File: src/rtl/pong_match_ctrl_if.sv
// pong_match_ctrl_if
//   Groups the match controller's per-frame inputs and its status outputs
//   into one bundle.
//   master : top-level side. Drives frameTick, start, PScore and CScore,
//            and observes the controller outputs.
//   slave  : the match controller itself.
//   Signals:
//     frameTick       one-cycle pulse per video frame
//     start           debounced start button (level)
//     PScore, CScore  scoring flags from the ball block
//     ballRst         1 = hold the ball at centre
//     paddleEn        enables paddle movement
//     PPoints/CPoints player/computer point counts
//     win, pWin       match over / player is the winner
//     state           current FSM state encoding
interface pong_match_ctrl_if #(
    parameter int SCORE_W = 4
);
    logic               frameTick;
    logic               start;
    logic               PScore;
    logic               CScore;
    logic               ballRst;
    logic               paddleEn;
    logic [SCORE_W-1:0] PPoints;
    logic [SCORE_W-1:0] CPoints;
    logic               win;
    logic               pWin;
    logic [2:0]         state;

    modport master (
        output frameTick, start, PScore, CScore,
        input  ballRst, paddleEn, PPoints, CPoints, win, pWin, state
    );

    modport slave (
        input  frameTick, start, PScore, CScore,
        output ballRst, paddleEn, PPoints, CPoints, win, pWin, state
    );
endinterface

File: src/rtl/pong_match_ctrl.sv
// pong_match_ctrl
//   Match-level sequencer for the Pong datapath. It holds the ball at
//   centre during the serve and post-point delays, counts points from the
//   ball block's scoring flags, declares a winner at WIN_SCORE and gates
//   paddle movement.
//   Ports:
//     clkG   system clock, rising edge
//     Reset  asynchronous, active-high reset
//     bus    pong_match_ctrl_if.slave (inputs frameTick/start/PScore/CScore,
//            outputs ballRst/paddleEn/PPoints/CPoints/win/pWin/state)
//   Build option:
//     PONG_SCORE_SYNC_EN  when defined, start/PScore/CScore each pass
//                         through a 2-flop synchronizer before edge
//                         detection (action 3 clkG edges after the input
//                         rises instead of 1).
module pong_match_ctrl #(
    parameter int WIN_SCORE   = 7,
    parameter int SCORE_W     = 4,
    parameter int SERVE_TICKS = 120,
    parameter int POINT_TICKS = 60,
    parameter int TMR_W       = 8
) (
    input  logic              clkG,
    input  logic              Reset,
    pong_match_ctrl_if.slave  bus
);

    typedef enum logic [2:0] {
        IDLE  = 3'd0,
        SERVE = 3'd1,
        PLAY  = 3'd2,
        POINT = 3'd3,
        OVER  = 3'd4
    } state_t;

    localparam logic [SCORE_W-1:0] WIN_CNT    = SCORE_W'(WIN_SCORE);
    localparam logic [TMR_W-1:0]   SERVE_LOAD = TMR_W'(SERVE_TICKS);
    localparam logic [TMR_W-1:0]   POINT_LOAD = TMR_W'(POINT_TICKS);
    localparam logic [TMR_W-1:0]   TMR_ONE    = TMR_W'(1);

    state_t             state_q, state_n;
    logic [TMR_W-1:0]   timer_q, timer_n;
    logic [SCORE_W-1:0] ppoints_q, ppoints_n, cpoints_q, cpoints_n;
    logic [SCORE_W-1:0] ppoints_inc, cpoints_inc;
    logic               win_q, win_n, pwin_q, pwin_n;
    logic               ball_rst_q, ball_rst_n, paddle_en_q, paddle_en_n;

    logic start_in, pscore_in, cscore_in;
    logic start_d, pscore_d, cscore_d;
    logic start_rise, pscore_rise, cscore_rise;

`ifdef PONG_SCORE_SYNC_EN
    // Two-flop synchronizers for inputs that may come from the ball clock.
    logic [1:0] start_sync, pscore_sync, cscore_sync;

    always_ff @(posedge clkG or posedge Reset) begin
        if (Reset) begin
            start_sync  <= 2'b00;
            pscore_sync <= 2'b00;
            cscore_sync <= 2'b00;
        end else begin
            start_sync  <= {start_sync[0],  bus.start};
            pscore_sync <= {pscore_sync[0], bus.PScore};
            cscore_sync <= {cscore_sync[0], bus.CScore};
        end
    end

    assign start_in  = start_sync[1];
    assign pscore_in = pscore_sync[1];
    assign cscore_in = cscore_sync[1];
`else
    assign start_in  = bus.start;
    assign pscore_in = bus.PScore;
    assign cscore_in = bus.CScore;
`endif

    // Edge detectors update every cycle regardless of state, so a flag that
    // is already high when PLAY is entered does not count as a new point.
    always_ff @(posedge clkG or posedge Reset) begin
        if (Reset) begin
            start_d  <= 1'b0;
            pscore_d <= 1'b0;
            cscore_d <= 1'b0;
        end else begin
            start_d  <= start_in;
            pscore_d <= pscore_in;
            cscore_d <= cscore_in;
        end
    end

    assign start_rise  = start_in  & ~start_d;
    assign pscore_rise = pscore_in & ~pscore_d;
    assign cscore_rise = cscore_in & ~cscore_d;

    // Counts never pass WIN_SCORE, so these sums cannot wrap.
    assign ppoints_inc = ppoints_q + SCORE_W'(pscore_rise);
    assign cpoints_inc = cpoints_q + SCORE_W'(cscore_rise);

    always_ff @(posedge clkG or posedge Reset) begin
        if (Reset) begin
            state_q     <= IDLE;
            timer_q     <= '0;
            ppoints_q   <= '0;
            cpoints_q   <= '0;
            win_q       <= 1'b0;
            pwin_q      <= 1'b0;
            ball_rst_q  <= 1'b1;
            paddle_en_q <= 1'b0;
        end else begin
            state_q     <= state_n;
            timer_q     <= timer_n;
            ppoints_q   <= ppoints_n;
            cpoints_q   <= cpoints_n;
            win_q       <= win_n;
            pwin_q      <= pwin_n;
            ball_rst_q  <= ball_rst_n;
            paddle_en_q <= paddle_en_n;
        end
    end

    always_comb begin
        state_n   = state_q;
        timer_n   = timer_q;
        ppoints_n = ppoints_q;
        cpoints_n = cpoints_q;
        win_n     = win_q;
        pwin_n    = pwin_q;

        case (state_q)
            IDLE: begin
                if (start_rise) begin
                    ppoints_n = '0;
                    cpoints_n = '0;
                    timer_n   = SERVE_LOAD;
                    state_n   = SERVE;
                end
            end
            // The timer is loaded on entry and only counts frameTicks seen
            // while already in the state, so the delay is exactly N frames.
            SERVE, POINT: begin
                if (bus.frameTick) begin
                    if (timer_q == TMR_ONE) begin
                        state_n = PLAY;
                    end else begin
                        timer_n = timer_q - TMR_ONE;
                    end
                end
            end
            PLAY: begin
                if (pscore_rise || cscore_rise) begin
                    ppoints_n = ppoints_inc;
                    cpoints_n = cpoints_inc;
                    if ((ppoints_inc == WIN_CNT) || (cpoints_inc == WIN_CNT)) begin
                        state_n = OVER;
                        win_n   = 1'b1;
                        // Player takes a simultaneous tie at WIN_SCORE.
                        pwin_n  = (ppoints_inc == WIN_CNT);
                    end else begin
                        timer_n = POINT_LOAD;
                        state_n = POINT;
                    end
                end
            end
            OVER: begin
                if (start_rise) begin
                    ppoints_n = '0;
                    cpoints_n = '0;
                    win_n     = 1'b0;
                    pwin_n    = 1'b0;
                    timer_n   = SERVE_LOAD;
                    state_n   = SERVE;
                end
            end
            default: begin
                state_n = IDLE;
            end
        endcase
    end

    // Moore outputs are registered by decoding the next state.
    always_comb begin
        ball_rst_n  = 1'b1;
        paddle_en_n = 1'b0;
        case (state_n)
            SERVE:   paddle_en_n = 1'b1;
            PLAY: begin
                ball_rst_n  = 1'b0;
                paddle_en_n = 1'b1;
            end
            POINT:   paddle_en_n = 1'b1;
            default: begin
                ball_rst_n  = 1'b1;
                paddle_en_n = 1'b0;
            end
        endcase
    end

    assign bus.state    = state_q;
    assign bus.ballRst  = ball_rst_q;
    assign bus.paddleEn = paddle_en_q;
    assign bus.PPoints  = ppoints_q;
    assign bus.CPoints  = cpoints_q;
    assign bus.win      = win_q;
    assign bus.pWin     = pwin_q;

endmodule

File: src/flat_wrapper.sv
// flat-port wrapper written by rule: the top's interface ports become plain ports
module pong_match_ctrl_flat 
#(
    parameter int WIN_SCORE   = 7,
    parameter int SCORE_W     = 4,
    parameter int SERVE_TICKS = 120,
    parameter int POINT_TICKS = 60,
    parameter int TMR_W       = 8
)
  (clkG, Reset, bus_frameTick, bus_start, bus_PScore, bus_CScore, bus_ballRst, bus_paddleEn, bus_PPoints, bus_CPoints, bus_win, bus_pWin, bus_state);
  pong_match_ctrl_if #(.SCORE_W(SCORE_W)) bus_i ();
  input  logic clkG;
  input  logic Reset;
  input wire logic [$bits(bus_i.frameTick)-1:0] bus_frameTick;
  input wire logic [$bits(bus_i.start)-1:0] bus_start;
  input wire logic [$bits(bus_i.PScore)-1:0] bus_PScore;
  input wire logic [$bits(bus_i.CScore)-1:0] bus_CScore;
  output wire logic [$bits(bus_i.ballRst)-1:0] bus_ballRst;
  output wire logic [$bits(bus_i.paddleEn)-1:0] bus_paddleEn;
  output wire logic [$bits(bus_i.PPoints)-1:0] bus_PPoints;
  output wire logic [$bits(bus_i.CPoints)-1:0] bus_CPoints;
  output wire logic [$bits(bus_i.win)-1:0] bus_win;
  output wire logic [$bits(bus_i.pWin)-1:0] bus_pWin;
  output wire logic [$bits(bus_i.state)-1:0] bus_state;
  assign bus_i.frameTick = bus_frameTick;
  assign bus_i.start = bus_start;
  assign bus_i.PScore = bus_PScore;
  assign bus_i.CScore = bus_CScore;
  assign bus_ballRst = bus_i.ballRst;
  assign bus_paddleEn = bus_i.paddleEn;
  assign bus_PPoints = bus_i.PPoints;
  assign bus_CPoints = bus_i.CPoints;
  assign bus_win = bus_i.win;
  assign bus_pWin = bus_i.pWin;
  assign bus_state = bus_i.state;
  pong_match_ctrl #(.WIN_SCORE(WIN_SCORE), .SCORE_W(SCORE_W), .SERVE_TICKS(SERVE_TICKS), .POINT_TICKS(POINT_TICKS), .TMR_W(TMR_W)) u_core (.clkG(clkG), .Reset(Reset), .bus(bus_i));
endmodule
File: config.mk
export PLATFORM = sky130hd
export DESIGN_NAME = pong_match_ctrl_flat
export DESIGN_NICKNAME = d
export VERILOG_FILES = /design/src/rtl/pong_match_ctrl_if.sv /design/src/rtl/pong_match_ctrl.sv /design/src/flat_wrapper.sv
export SDC_FILE = /design/constraint.sdc
export NUM_CORES = 1
export LEC_CHECK = 0
export CAP_MARGIN = 20
export CORE_AREA = 2 2 68 70
export CTS_CLUSTER_SIZE = 10
export DETAILED_ROUTE_END_ITERATION = 8
export DIE_AREA = 0 0 70 72
export PLACE_DENSITY_LB_ADDON = 0.12
export RECOVER_POWER = 100
export SYNTH_ARGS = -nofsm -noshare
export SYNTH_HDL_FRONTEND = slang
export SYNTH_SLANG_ARGS = --single-unit
File: constraint.sdc
create_clock -name clkG -period 3.25 [get_ports clkG]
set_input_delay 0.65 -clock clkG [delete_from_list [all_inputs] [get_ports clkG]]
set_output_delay 0.65 -clock clkG [all_outputs]
set_load 0.05 [all_outputs]
==> metrics <==
Max Fclk 339.7 MHz; total number of vias 1212; Rel. slew slack 7.727%; largest net degree at the start of global routing 27; Synth Area per Inst 9.546 um^2; worst-skew pair later-pin latency 0.27 ns; CTS resizes 0; Seq/Total Area, Yosys 44.34%; clk sink count 26; Total Routing Usage GR 14.06%; Num CTS Buffers 3; RSZ-0062 raised after global routing no; FP Rows 24; logic gate share of total power 46.7%; placed cell count 226; max cap viols 0; Leak 0.7905 nW; WS Path Type in -> reg; post-route ant nets 0; post-synth top area share approximately 43%; Layout Skew 0.003526 ns; Crit path required time roughly 3.4 ns; Cells after Synth 154; layout cells sized above 1 10.11%; Mapped Nets 166; post-layout utilization of the core 42.28%; vias in the first global route 1246; Core Box Area 4264 um^2; crit-path cells dlygate4sd3_1 -> nor2b_1 -> ha_1 -> ha_1 -> xnor2_1 -> a211o_1 -> o31ai_2 -> a21oi_2 -> nor4b_4 -> o22ai_1; Async S/R FF share, synth between 90% and 100%; clock-pin slew on the worst setup and hold paths 0.09 ns; Area Growth Syn to Fin 22.64%; Post-Layout Cell Count 230; internal reg-to-reg setup slack ~0.9 ns; Final min period about 3 ns; maximum vdd drop 0.2813 mV; Crit path largest cell delay between 0.5 and 0.6 ns; hold path start u_core.bus.win$_DFFE_PP0P_; Worst path slowest cell dlygate4sd3_1; DRC Markers 0; Reg-to-Reg Start u_core.pscore_d$_DFF_PP0_; run status finished clean; CTS H-tree lvls 1; Worst Setup Start Kind primary input; io pins 21; Sw Pwr roughly 0.00066 W; CTS tree yes; Worst R2R Path Depth 9; switching share of power 44.11%; sequential share of power about a third; Synth area leader dfrtp_1; # hold bufs at CTS 0; initial antenna violation count 0; nets@finish 191; Hold Path Depth 1; Buf+Inv Stages, Crit Path 1; hold worst-path end u_core.bus.win$_DFFE_PP0P_; Antenna Cells 0; Die Y 72 um; Clock Tree Root clkbuf_8; Reg2Reg Capture Point u_core.timer_q[3]$_DFFE_PP0P_; DRT Pass-1 Iters 4; Pwr Density 834.0 nW/um^2; Via density between 5 and 6; Post-synth EDFFs 0; Synth top cells by count dfrtp_1 (25), nand2_1 (18), nor2_1 (11); final period utilization 90.59%; final hold vios 0; critical path fanouts, max 12; Port Buffers 20; Syn. warnings 0; Worst setup EP type register; Top Family by Delay on Critical Path compound AO/OA/AOI/OAI gates; drt initial violations 47; Worst Tran Pin Value between 1 and 1.5 ns; Worst EP arrival 3.10 ns; Die X 70 um; Filler cells 417; most frequent CP cell ha_1; post-DP HPWL 2.436 mm; Primary FF master, synth dfrtp_1; Post-Route WL 3.214 mm; Clk network pwr share approximately 18%; grt ovf 0; top-count cell post-synth dfrtp_1; Max Slew Vio Count 0; drt wl/cell 13.97 um; HP Class reg -> reg; Netlist Area Pre-Place 1470 um^2; clk buf depth 2; setup bufs post-CTS 0; Initial Utilization between 30% and 40%; setup violators final 0; dominant cells by area after synthesis dfrtp_1 (43%), ha_1 (5.1%), nand2_1 (4.6%), nor2_1 (2.8%), a21oi_1 (2.7%); Int Pwr 0.0008404 W; Seq cells post-synth 26; routability cong. between 0.8 and 0.9; unique cell type count in the Yosys netlist a little under 50; first-pass GRT wire length 5.775 mm; Total Die Area between 5000 and 6000 um^2; TNS Setup 0 ns
## cells in the final DEF, fill, tap and decap left out, types with 2 or more instances in the layout
cell type	synthesis	routed
inv_1	7	7
o22ai_1	3	3
ha_1	6	6
o22a_1	2	2
nand3_1	3	3
nor2_1	11	11
dfrtp_1	25	25
nor4_1	3	3
nor2_2	2	2
o31ai_1	2	2
a21oi_1	8	8
or2_1	2	2
or3_1	2	2
o21ai_0	5	12
nor3_1	5	5
dlygate4sd3_1	0	19
a21o_1	2	2
nand2_1	18	18
and4_1	2	2
clkbuf_1	2	3
nand2b_1	6	6
clkbuf_8	0	3
nor2b_1	3	3
## stage by stage
step	hold slack [ns]	total power (W)	worst slack, ns	area (um^2)
2_1_floorplan	0.5157	0.001073	0.8728	1470
3_3_place_gp	0.4638	0.001264	0.2197	1743
3_5_place_dp	0.4734	0.001275	0.08789	1743
4_1_cts	0.4966	0.001554	0.3683	1814
5_1_grt	0.5092	0.001622	0.1019	1803
6_report	0.4823	0.001504	0.3059	1803
## registers in the layout (all words and copies together), names as in the netlist
name and flops:
u_core.bus.state 3, u_core.cscore_d 1, u_core.bus.ballRst 1, u_core.bus.CPoints 4, u_core.bus.paddleEn 1, u_core.start_d 1
u_core.bus.pWin 1, u_core.bus.PPoints 4, u_core.pscore_d 1, u_core.timer_q 8, u_core.bus.win 1
## worst max path at each step
stage | from | end | cells after the start
after floorplan | bus_CScore | u_core.timer_q[3]$_DFFE_PP0P_ | 10
after global placement | bus_PScore | u_core.timer_q[3]$_DFFE_PP0P_ | 10
after detailed placement | bus_PScore | u_core.timer_q[3]$_DFFE_PP0P_ | 10
after CTS | bus_PScore | u_core.timer_q[3]$_DFFE_PP0P_ | 10
after global routing | bus_PScore | u_core.timer_q[3]$_DFFE_PP0P_ | 10
final | bus_PScore | u_core.timer_q[3]$_DFFE_PP0P_ | 10
## kinds of logic (layout without fill, tap and decap cells)
group | count (synthesis) | after routing | share of synthesized area, %
AO/OA/AOI/OAI | 43 | 43 | 20.94
XOR/XNOR | 1 | 1 | 0.5959
adder cells (fa/ha/maj) | 6 | 6 | 5.106
buffers and inverters | 12 | 36 | 3.574
flip-flops | 26 | 26 | 44.34
multiplexers | 1 | 1 | 0.6809
AND/OR/NAND/NOR | 65 | 65 | 24.77
## metal layers
metal  global-route usage, %  wire (um)
met1                   18.79       1511
met2                   23.81       1544
met3                   2.222        123
met4                   4.060         34
met5                       0          0
## power by group through the flow
stage | combinational (W) | sequential, W | clock [W]
2_1_floorplan | 0.000389 | 0.000684 | 0
3_3_place_gp | 0.000728 | 0.000536 | 0
3_5_place_dp | 0.000735 | 0.000540 | 0
4_1_cts | 0.000739 | 0.000533 | 0.000282
5_1_grt | 0.000775 | 0.000551 | 0.000297
6_report | 0.000703 | 0.000531 | 0.000271
## worst register-to-register path, stage by stage, from the launching register on
cell	delay (ns)
dfrtp_1	0.37
nor2b_1	0.21
ha_1	0.26
ha_1	0.22
xnor2_1	0.13
a211o_1	0.18
o31ai_2	0.10
a21oi_2	0.41
nor4b_4	0.28
o22ai_1	0.09
## cell type report
type / instances / area (um^2) / area share (%)
sequential: 26 / 651.9 / 36.16
inverter: 8 / 30.03 / 1.666
timing repair buffer: 24 / 219.0 / 12.14
tap: 52 / 65.06 / 3.609
clock buffer: 3 / 41.29 / 2.290
clock inverter: 1 / 30.03 / 1.666
multi-input combinational: 116 / 765.7 / 42.47
Power figures use the tool's default switching activity.
